`src/rtl/noc2validready_pkg.sv`:
```
// rtl/noc2validready_pkg.sv - shared widths, flit type and sizing helpers
// Module parameters override the defaults; helpers derive widths from them.
package noc2validready_pkg;

  localparam int DEF_DATA_WIDTH = 64;
  localparam int DEF_FIFO_DEPTH = 4;
  localparam int CNT_W          = $clog2(DEF_FIFO_DEPTH + 1);
  localparam int PTR_W          = $clog2(DEF_FIFO_DEPTH);

  typedef logic [DEF_DATA_WIDTH-1:0] flit_t;

  function automatic int cnt_w(input int depth);
    return $clog2(depth + 1);
  endfunction

  function automatic int ptr_w(input int depth);
    return $clog2(depth);
  endfunction

endpackage

```
`src/rtl/noc2validready_handshake_adapter_if.sv`:
```
// rtl/noc2validready_handshake_adapter_if.sv - NoC-side and stream-side bundle
// Field names are seen from the adapter: _i fields enter it, _o fields leave it.
interface noc2validready_handshake_adapter_if #(
  parameter int DATA_WIDTH = 64,
  parameter int FIFO_DEPTH = 4
) ();

  localparam int OCC_W = $clog2(FIFO_DEPTH + 1);

  logic [DATA_WIDTH-1:0] noc_flit_i;
  logic                  noc_valid_i;
  logic                  noc_credit_o;
  logic [DATA_WIDTH-1:0] m_data_o;
  logic                  m_valid_o;
  logic                  m_ready_i;
  logic [OCC_W-1:0]      occupancy_o;
  logic                  err_overflow_o;

  modport slave (
    input  noc_flit_i, noc_valid_i, m_ready_i,
    output noc_credit_o, m_data_o, m_valid_o, occupancy_o, err_overflow_o
  );

  modport master (
    output noc_flit_i, noc_valid_i, m_ready_i,
    input  noc_credit_o, m_data_o, m_valid_o, occupancy_o, err_overflow_o
  );

endinterface

```
`src/rtl/noc2validready_fifo.sv`:
```
// rtl/noc2validready_fifo.sv - flit buffer with pointers and occupancy count
// Callers must only push when not full and only pop when not empty.
module noc2validready_fifo
  import noc2validready_pkg::*;
#(
  parameter int DATA_WIDTH = 64,
  parameter int FIFO_DEPTH = 4
) (
  input  logic                             clk_i,
  input  logic                             rst_i,
  input  logic                             push_i,
  input  logic                             pop_i,
  input  logic [DATA_WIDTH-1:0]            wdata_i,
  output logic [DATA_WIDTH-1:0]            rdata_o,
  output logic                             full_o,
  output logic                             empty_o,
  output logic [cnt_w(FIFO_DEPTH)-1:0]     count_o
);

  localparam int PTR_BITS = ptr_w(FIFO_DEPTH);
  localparam int CNT_BITS = cnt_w(FIFO_DEPTH);

  logic [DATA_WIDTH-1:0] mem_q [FIFO_DEPTH];
  logic [PTR_BITS-1:0]   wr_ptr_q, wr_ptr_d;
  logic [PTR_BITS-1:0]   rd_ptr_q, rd_ptr_d;
  logic [CNT_BITS-1:0]   count_q, count_d;

  always_comb begin
    wr_ptr_d = wr_ptr_q;
    rd_ptr_d = rd_ptr_q;
    count_d  = count_q;
    if (push_i) wr_ptr_d = wr_ptr_q + PTR_BITS'(1);
    if (pop_i)  rd_ptr_d = rd_ptr_q + PTR_BITS'(1);
    case ({push_i, pop_i})
      2'b10:   count_d = count_q + CNT_BITS'(1);
      2'b01:   count_d = count_q - CNT_BITS'(1);
      default: count_d = count_q;
    endcase
  end

  always_ff @(posedge clk_i or posedge rst_i) begin
    if (rst_i) begin
      wr_ptr_q <= '0;
      rd_ptr_q <= '0;
      count_q  <= '0;
    end else begin
      wr_ptr_q <= wr_ptr_d;
      rd_ptr_q <= rd_ptr_d;
      count_q  <= count_d;
    end
  end

  // Storage has no reset; only the pointers decide what is valid.
  always_ff @(posedge clk_i) begin
    if (push_i) mem_q[wr_ptr_q] <= wdata_i;
  end

  assign rdata_o = mem_q[rd_ptr_q];
  assign full_o  = (count_q == CNT_BITS'(FIFO_DEPTH));
  assign empty_o = (count_q == '0);
  assign count_o = count_q;

endmodule

```
`src/rtl/noc2validready_handshake_adapter.sv`:
```
// rtl/noc2validready_handshake_adapter.sv - NoC credit link to valid/ready stream
// NOC2VR_OVERFLOW_CHECK_EN enables the sticky overflow flag and its assertion.
module noc2validready_handshake_adapter
  import noc2validready_pkg::*;
#(
  parameter int DATA_WIDTH = 64,
  parameter int FIFO_DEPTH = 4
) (
  input  logic                               clk_i,
  input  logic                               rst_i,
  noc2validready_handshake_adapter_if.slave  bus
);

  localparam int CNT_BITS = cnt_w(FIFO_DEPTH);

  logic                push;
  logic                pop;
  logic                full;
  logic                empty;
  logic [CNT_BITS-1:0] count;
  logic                credit_q, credit_d;

  // Full is checked before any same-cycle pop, so a push into a full FIFO drops.
  assign push = bus.noc_valid_i && !full;
  assign pop  = !empty && bus.m_ready_i;

  noc2validready_fifo #(
    .DATA_WIDTH (DATA_WIDTH),
    .FIFO_DEPTH (FIFO_DEPTH)
  ) u_fifo (
    .clk_i   (clk_i),
    .rst_i   (rst_i),
    .push_i  (push),
    .pop_i   (pop),
    .wdata_i (bus.noc_flit_i),
    .rdata_o (bus.m_data_o),
    .full_o  (full),
    .empty_o (empty),
    .count_o (count)
  );

  assign credit_d = pop;

  always_ff @(posedge clk_i or posedge rst_i) begin
    if (rst_i) credit_q <= 1'b0;
    else       credit_q <= credit_d;
  end

  assign bus.m_valid_o    = !empty;
  assign bus.occupancy_o  = count;
  assign bus.noc_credit_o = credit_q;

`ifdef NOC2VR_OVERFLOW_CHECK_EN
  logic overflow;
  logic err_q, err_d;

  assign overflow = bus.noc_valid_i && full;
  assign err_d    = err_q || overflow;

  always_ff @(posedge clk_i or posedge rst_i) begin
    if (rst_i) err_q <= 1'b0;
    else       err_q <= err_d;
  end

  assign bus.err_overflow_o = err_q;

`ifndef SYNTHESIS
  always @(posedge clk_i) begin
    if (!rst_i) begin
      assert (!overflow) else $error("noc2validready: flit received with no credit outstanding");
    end
  end
`endif
`else
  assign bus.err_overflow_o = 1'b0;
`endif

endmodule

```
`src/flat_wrapper.sv`:
```
// flat-port wrapper written by rule: the top's interface ports become plain ports
module noc2validready_handshake_adapter_flat import noc2validready_pkg::*;
#(
  parameter int DATA_WIDTH = 64,
  parameter int FIFO_DEPTH = 4
)
  (clk_i, rst_i, bus_noc_flit_i, bus_noc_valid_i, bus_m_ready_i, bus_noc_credit_o, bus_m_data_o, bus_m_valid_o, bus_occupancy_o, bus_err_overflow_o);
  noc2validready_handshake_adapter_if #(.DATA_WIDTH(DATA_WIDTH), .FIFO_DEPTH(FIFO_DEPTH)) bus_i ();
  input  logic clk_i;
  input  logic rst_i;
  input wire logic [$bits(bus_i.noc_flit_i)-1:0] bus_noc_flit_i;
  input wire logic [$bits(bus_i.noc_valid_i)-1:0] bus_noc_valid_i;
  input wire logic [$bits(bus_i.m_ready_i)-1:0] bus_m_ready_i;
  output wire logic [$bits(bus_i.noc_credit_o)-1:0] bus_noc_credit_o;
  output wire logic [$bits(bus_i.m_data_o)-1:0] bus_m_data_o;
  output wire logic [$bits(bus_i.m_valid_o)-1:0] bus_m_valid_o;
  output wire logic [$bits(bus_i.occupancy_o)-1:0] bus_occupancy_o;
  output wire logic [$bits(bus_i.err_overflow_o)-1:0] bus_err_overflow_o;
  assign bus_i.noc_flit_i = bus_noc_flit_i;
  assign bus_i.noc_valid_i = bus_noc_valid_i;
  assign bus_i.m_ready_i = bus_m_ready_i;
  assign bus_noc_credit_o = bus_i.noc_credit_o;
  assign bus_m_data_o = bus_i.m_data_o;
  assign bus_m_valid_o = bus_i.m_valid_o;
  assign bus_occupancy_o = bus_i.occupancy_o;
  assign bus_err_overflow_o = bus_i.err_overflow_o;
  noc2validready_handshake_adapter #(.DATA_WIDTH(DATA_WIDTH), .FIFO_DEPTH(FIFO_DEPTH)) u_core (.clk_i(clk_i), .rst_i(rst_i), .bus(bus_i));
endmodule
```
`config.mk`:
```
export PLATFORM = sky130hd
export DESIGN_NAME = noc2validready_handshake_adapter_flat
export DESIGN_NICKNAME = d
export VERILOG_FILES = /design/src/rtl/noc2validready_pkg.sv /design/src/rtl/noc2validready_handshake_adapter_if.sv /design/src/rtl/noc2validready_fifo.sv /design/src/rtl/noc2validready_handshake_adapter.sv /design/src/flat_wrapper.sv
export SDC_FILE = /design/constraint.sdc
export NUM_CORES = 1
export LEC_CHECK = 0
export ABC_AREA = 1
export CAP_MARGIN = 25
export CORE_MARGIN = 2
export CORE_UTILIZATION = 55
export CTS_BUF_LIST = sky130_fd_sc_hd__clkbuf_4
export CTS_CLUSTER_SIZE = 8
export DETAILED_ROUTE_END_ITERATION = 10
export DONT_BUFFER_PORTS = 1
export PLACE_DENSITY = 0.7
export SYNTH_ARGS = -nofsm -noshare
export SYNTH_HDL_FRONTEND = slang
export SYNTH_HIERARCHICAL = 1
export SYNTH_SLANG_ARGS = --single-unit
```
`constraint.sdc`:
```
create_clock -name clk_i -period 4.1 [get_ports clk_i]
set_input_delay 0.41 -clock clk_i [delete_from_list [all_inputs] [get_ports clk_i]]
set_output_delay 0.41 -clock clk_i [all_outputs]
set_load 0.03 [all_outputs]
```
==> key figures <==
Status
  • Status: finished, final reports clean

Timing
  • Max_slew headroom: 35.83%
  • RSZ-0062 raised after global routing: no
  • Crit share post-route: between 70% and 80%
  • Clock skew: 28.10 ps
  • Slew Limit Fails: 0
  • Final worst slack: just over 1000 ps
  • Least-Margin Pin Slew: just under 1000 ps
  • Fin crit period: 3064 ps
  • Fmax achieved: 0.3264 GHz
  • Fin. Hold Viols: 0
  • # setup viols final: 0
  • WHS: 70.91 ps
  • Final TNS setup: 0 ps

Route
  • DR pass1 iterations: 4
  • DR vias/cell: 5.159
  • DRC: 0
  • DR vias: between 6000 and 7000
  • Antenna-violating nets left: 0
  • WL/cell: 17.35 µm
  • DR iter-0 viols: 426
  • Final WL: 21320 µm

Power
  • Leak: approximately 5 nW
  • Peak VDD IR: 0.0004591 V
  • Power per Cell Area: 763.6 nW/µm²

Worst setup path
  • Worst path cell trace: inv_2 > buf_4 > o211ai_2 > nand2_1
  • R2r endpoint: u_core/u_fifo/mem_q[0][35]
  • Crit path DAT: 2650 ps
  • Setup crit end kind: output port
  • Slowest stage cell, crit path: inv_2
  • Reg2Reg Setup Slack: about 1600 ps
  • Critical R2R Launch: u_core/u_fifo/count_o[2]
  • CP max stage delay: about 570 ps
  • FF-to-FF path depth: 6
  • Crit Path Class: flop to output port
  • Critical Path Start Type: flop
  • Critical Path RT: roughly 3700 ps
  • Crit-path max FO: 37

Clocking
  • Post-CTS resize count: 0
  • H-tree depth: 3
  • Root Buffer: clkbuf_4
  • CTS Buffer Depth: 3
  • Clock slew at reported path FFs: about 70 ps
  • CTS Buf Count: 68
  • Worst-Skew Late Latency: about 650 ps
  • Sinks on Clock Net: approximately 260
  • CTS tree: done

Placement
  • DP Worst Slack: ~1600 ps
  • I/O Buffers: 0
  • DP Wirelength: 11890 µm
  • Gpl congestion: 0.7826
  • Placed Area: 10960 µm²

Synthesis
  • Post-synth net total: 880
  • Post-synthesis cell type count: 21
  • Synthesized area per cell: 13.54 µm²
  • Synth top area share: between 70% and 80%
  • Post-synthesis mux area share: 0%
  • Synth Warn #: 6
  • Post-Synth Adder-Cell Area: 0.7567%
  • Syn Inst Count: approximately 800
  • Post-synthesis instance area: roughly 11000 µm²
  • Largest family of logic cells by synthesized area: compound AO/OA/AOI/OAI gates
  • Post-synthesis sequential area ratio: between 70% and 80%
  • Post-synthesis compound-gate area fraction: a little over a tenth
  • Post-Synth XOR/XNOR Area: less than 1%
  • Synth area leaders: edfxtp_1, nand2_1, o211ai_1
  • Simple-Gate Fraction of Synth Area: 7.292%
  • Yosys reg bits: 264
  • Synth area leader: edfxtp_1

Global route
  • Initial antenna violation count: 4
  • First-pass GRT wire length: 32520 µm
  • Largest net degree at the start of global routing: 84
  • Grt total ovfl: 0
  • Number of global-route vias before repair: around 6400
  • Total GRT Usage: 20.53%

Job
  • Max-Cap Viols: 0

Worst hold path
  • Worst hold path type: primary input to asynchronous set/reset pin

Layout
  • Layout cells sized above 1: between 10% and 20%
  • Commonest cells after routing, fill and taps aside: edfxtp_1, nand2_1, inv_1
  • Layout Cell Area excl Fill: 12550 µm²
  • Commonest non-fill, non-tap cell in the layout: edfxtp_1
  • Filler Cells Inserted: approximately 1400
  • Core Util, Final: around 64%
  • Area Overhead vs Synth: 14.99%
  • Fin nets: ~980

Floorplan
  • Die area: 20980 µm²
  • Die W: ~140 µm
  • Die height: 144.9 µm
  • Core area: around 19000 µm²
  • Core Rows: 51
  • Top-Level Pins: 138
  • Initial cell density of the core: 56.07%
-- critical path, delay by kind of cell (launching register included) --
family,cells,cell delay [ps]
compound gates,1,160
buf+inv,2,1110
flops,1,400
simple gates,1,310
-- power breakdown --
part / internal [mW] / total (mW) / switching [mW]
registers: 3.57 / 3.88 / 0.310
clock network: 1.29 / 2.32 / 1.02
logic: 0.742 / 3.39 / 2.65
total: 5.60 / 9.58 / 3.98
-- through the flow --
step                      cells  total power, mW
after floorplan             806            6.877
after global placement     1037            7.175
after detailed placement   1037            7.274
after CTS                  1225            9.688
after global routing       1229            10.15
final                      1229            9.582
-- flip-flops by register name (all words and copies together), names as in the netlist --
signal                   flops
u_core/bus.noc_credit_o      1
u_core/u_fifo/count_o        3
u_core/u_fifo/mem_q        256
u_core/u_fifo/rd_ptr_q       2
u_core/u_fifo/wr_ptr_q       2
-- how the worst max path moves through the flow --
stage / end / startpoint / slack [ps]
4_1_cts: bus_m_data_o[53] / u_core/u_fifo/rd_ptr_q[1] / 980
3_3_place_gp: u_core/u_fifo/mem_q[0][37] / u_core/u_fifo/count_o[0] / 1650
6_report: bus_m_data_o[62] / u_core/u_fifo/rd_ptr_q[1] / 1040
2_1_floorplan: u_core/u_fifo/mem_q[0][0] / u_core/u_fifo/count_o[0] / 1340
5_1_grt: bus_m_data_o[51] / u_core/u_fifo/rd_ptr_q[1] / 840
3_5_place_dp: u_core/u_fifo/mem_q[0][40] / u_core/u_fifo/count_o[0] / 1600
-- cells in the mapped netlist --
cell,instances
edfxtp_1,256
nand2_1,203
inv_1,147
o211ai_1,91
o211ai_2,37
buf_6,25
buf_2,14
dfrtp_1,8
ha_1,5
buf_4,4
xor2_1,3
nor2_2,2
nor3_1,2
o21ai_0,2
buf_8,1
clkbuf_1,1
conb_1,1
fa_1,1
nand3_1,1
nand4_1,1
xnor2_1,1
-- area by class of cell --
class	count	area, µm²	share of cell area, %
Antenna cell	4	10.01	0.07977
Clock buffer	91	683.2	5.444
Clock inverter	30	227.7	1.815
Inverter	147	551.8	4.397
Multi-Input combinational cell	350	2073	16.52
Sequential cell	264	7893	62.90
Tap cell	265	331.6	2.642
Timing Repair Buffer	78	778.2	6.202
-- repair_timing --
item	4_1_cts	5_1_grt
hold buffers	67	0
endpoints found under the hold margin	268	0
setup buffers	0	0
-- layer usage --
| metal | vias to the layer above | track usage [%] | wire length [µm] |
|---|---|---|---|
| met4 | 0 | 8.380 | 323 |
| li1 | 3041 | - | - |
| met1 | 3096 | 24.82 | 8881 |
| met3 | 23 | 6.943 | 1526 |
| met2 | 180 | 34.01 | 10590 |
| met5 | - | 0 | 0 |
-- cell families (layout without fill, tap and decap cells) --
group	after synthesis	in the layout
compound gates	130	130
xor+xnor	4	4
fa+ha+maj	6	6
buf+inv	192	346
flops	264	264
other cells	1	5
simple gates	209	209
(Power assumes the default switching activity.)
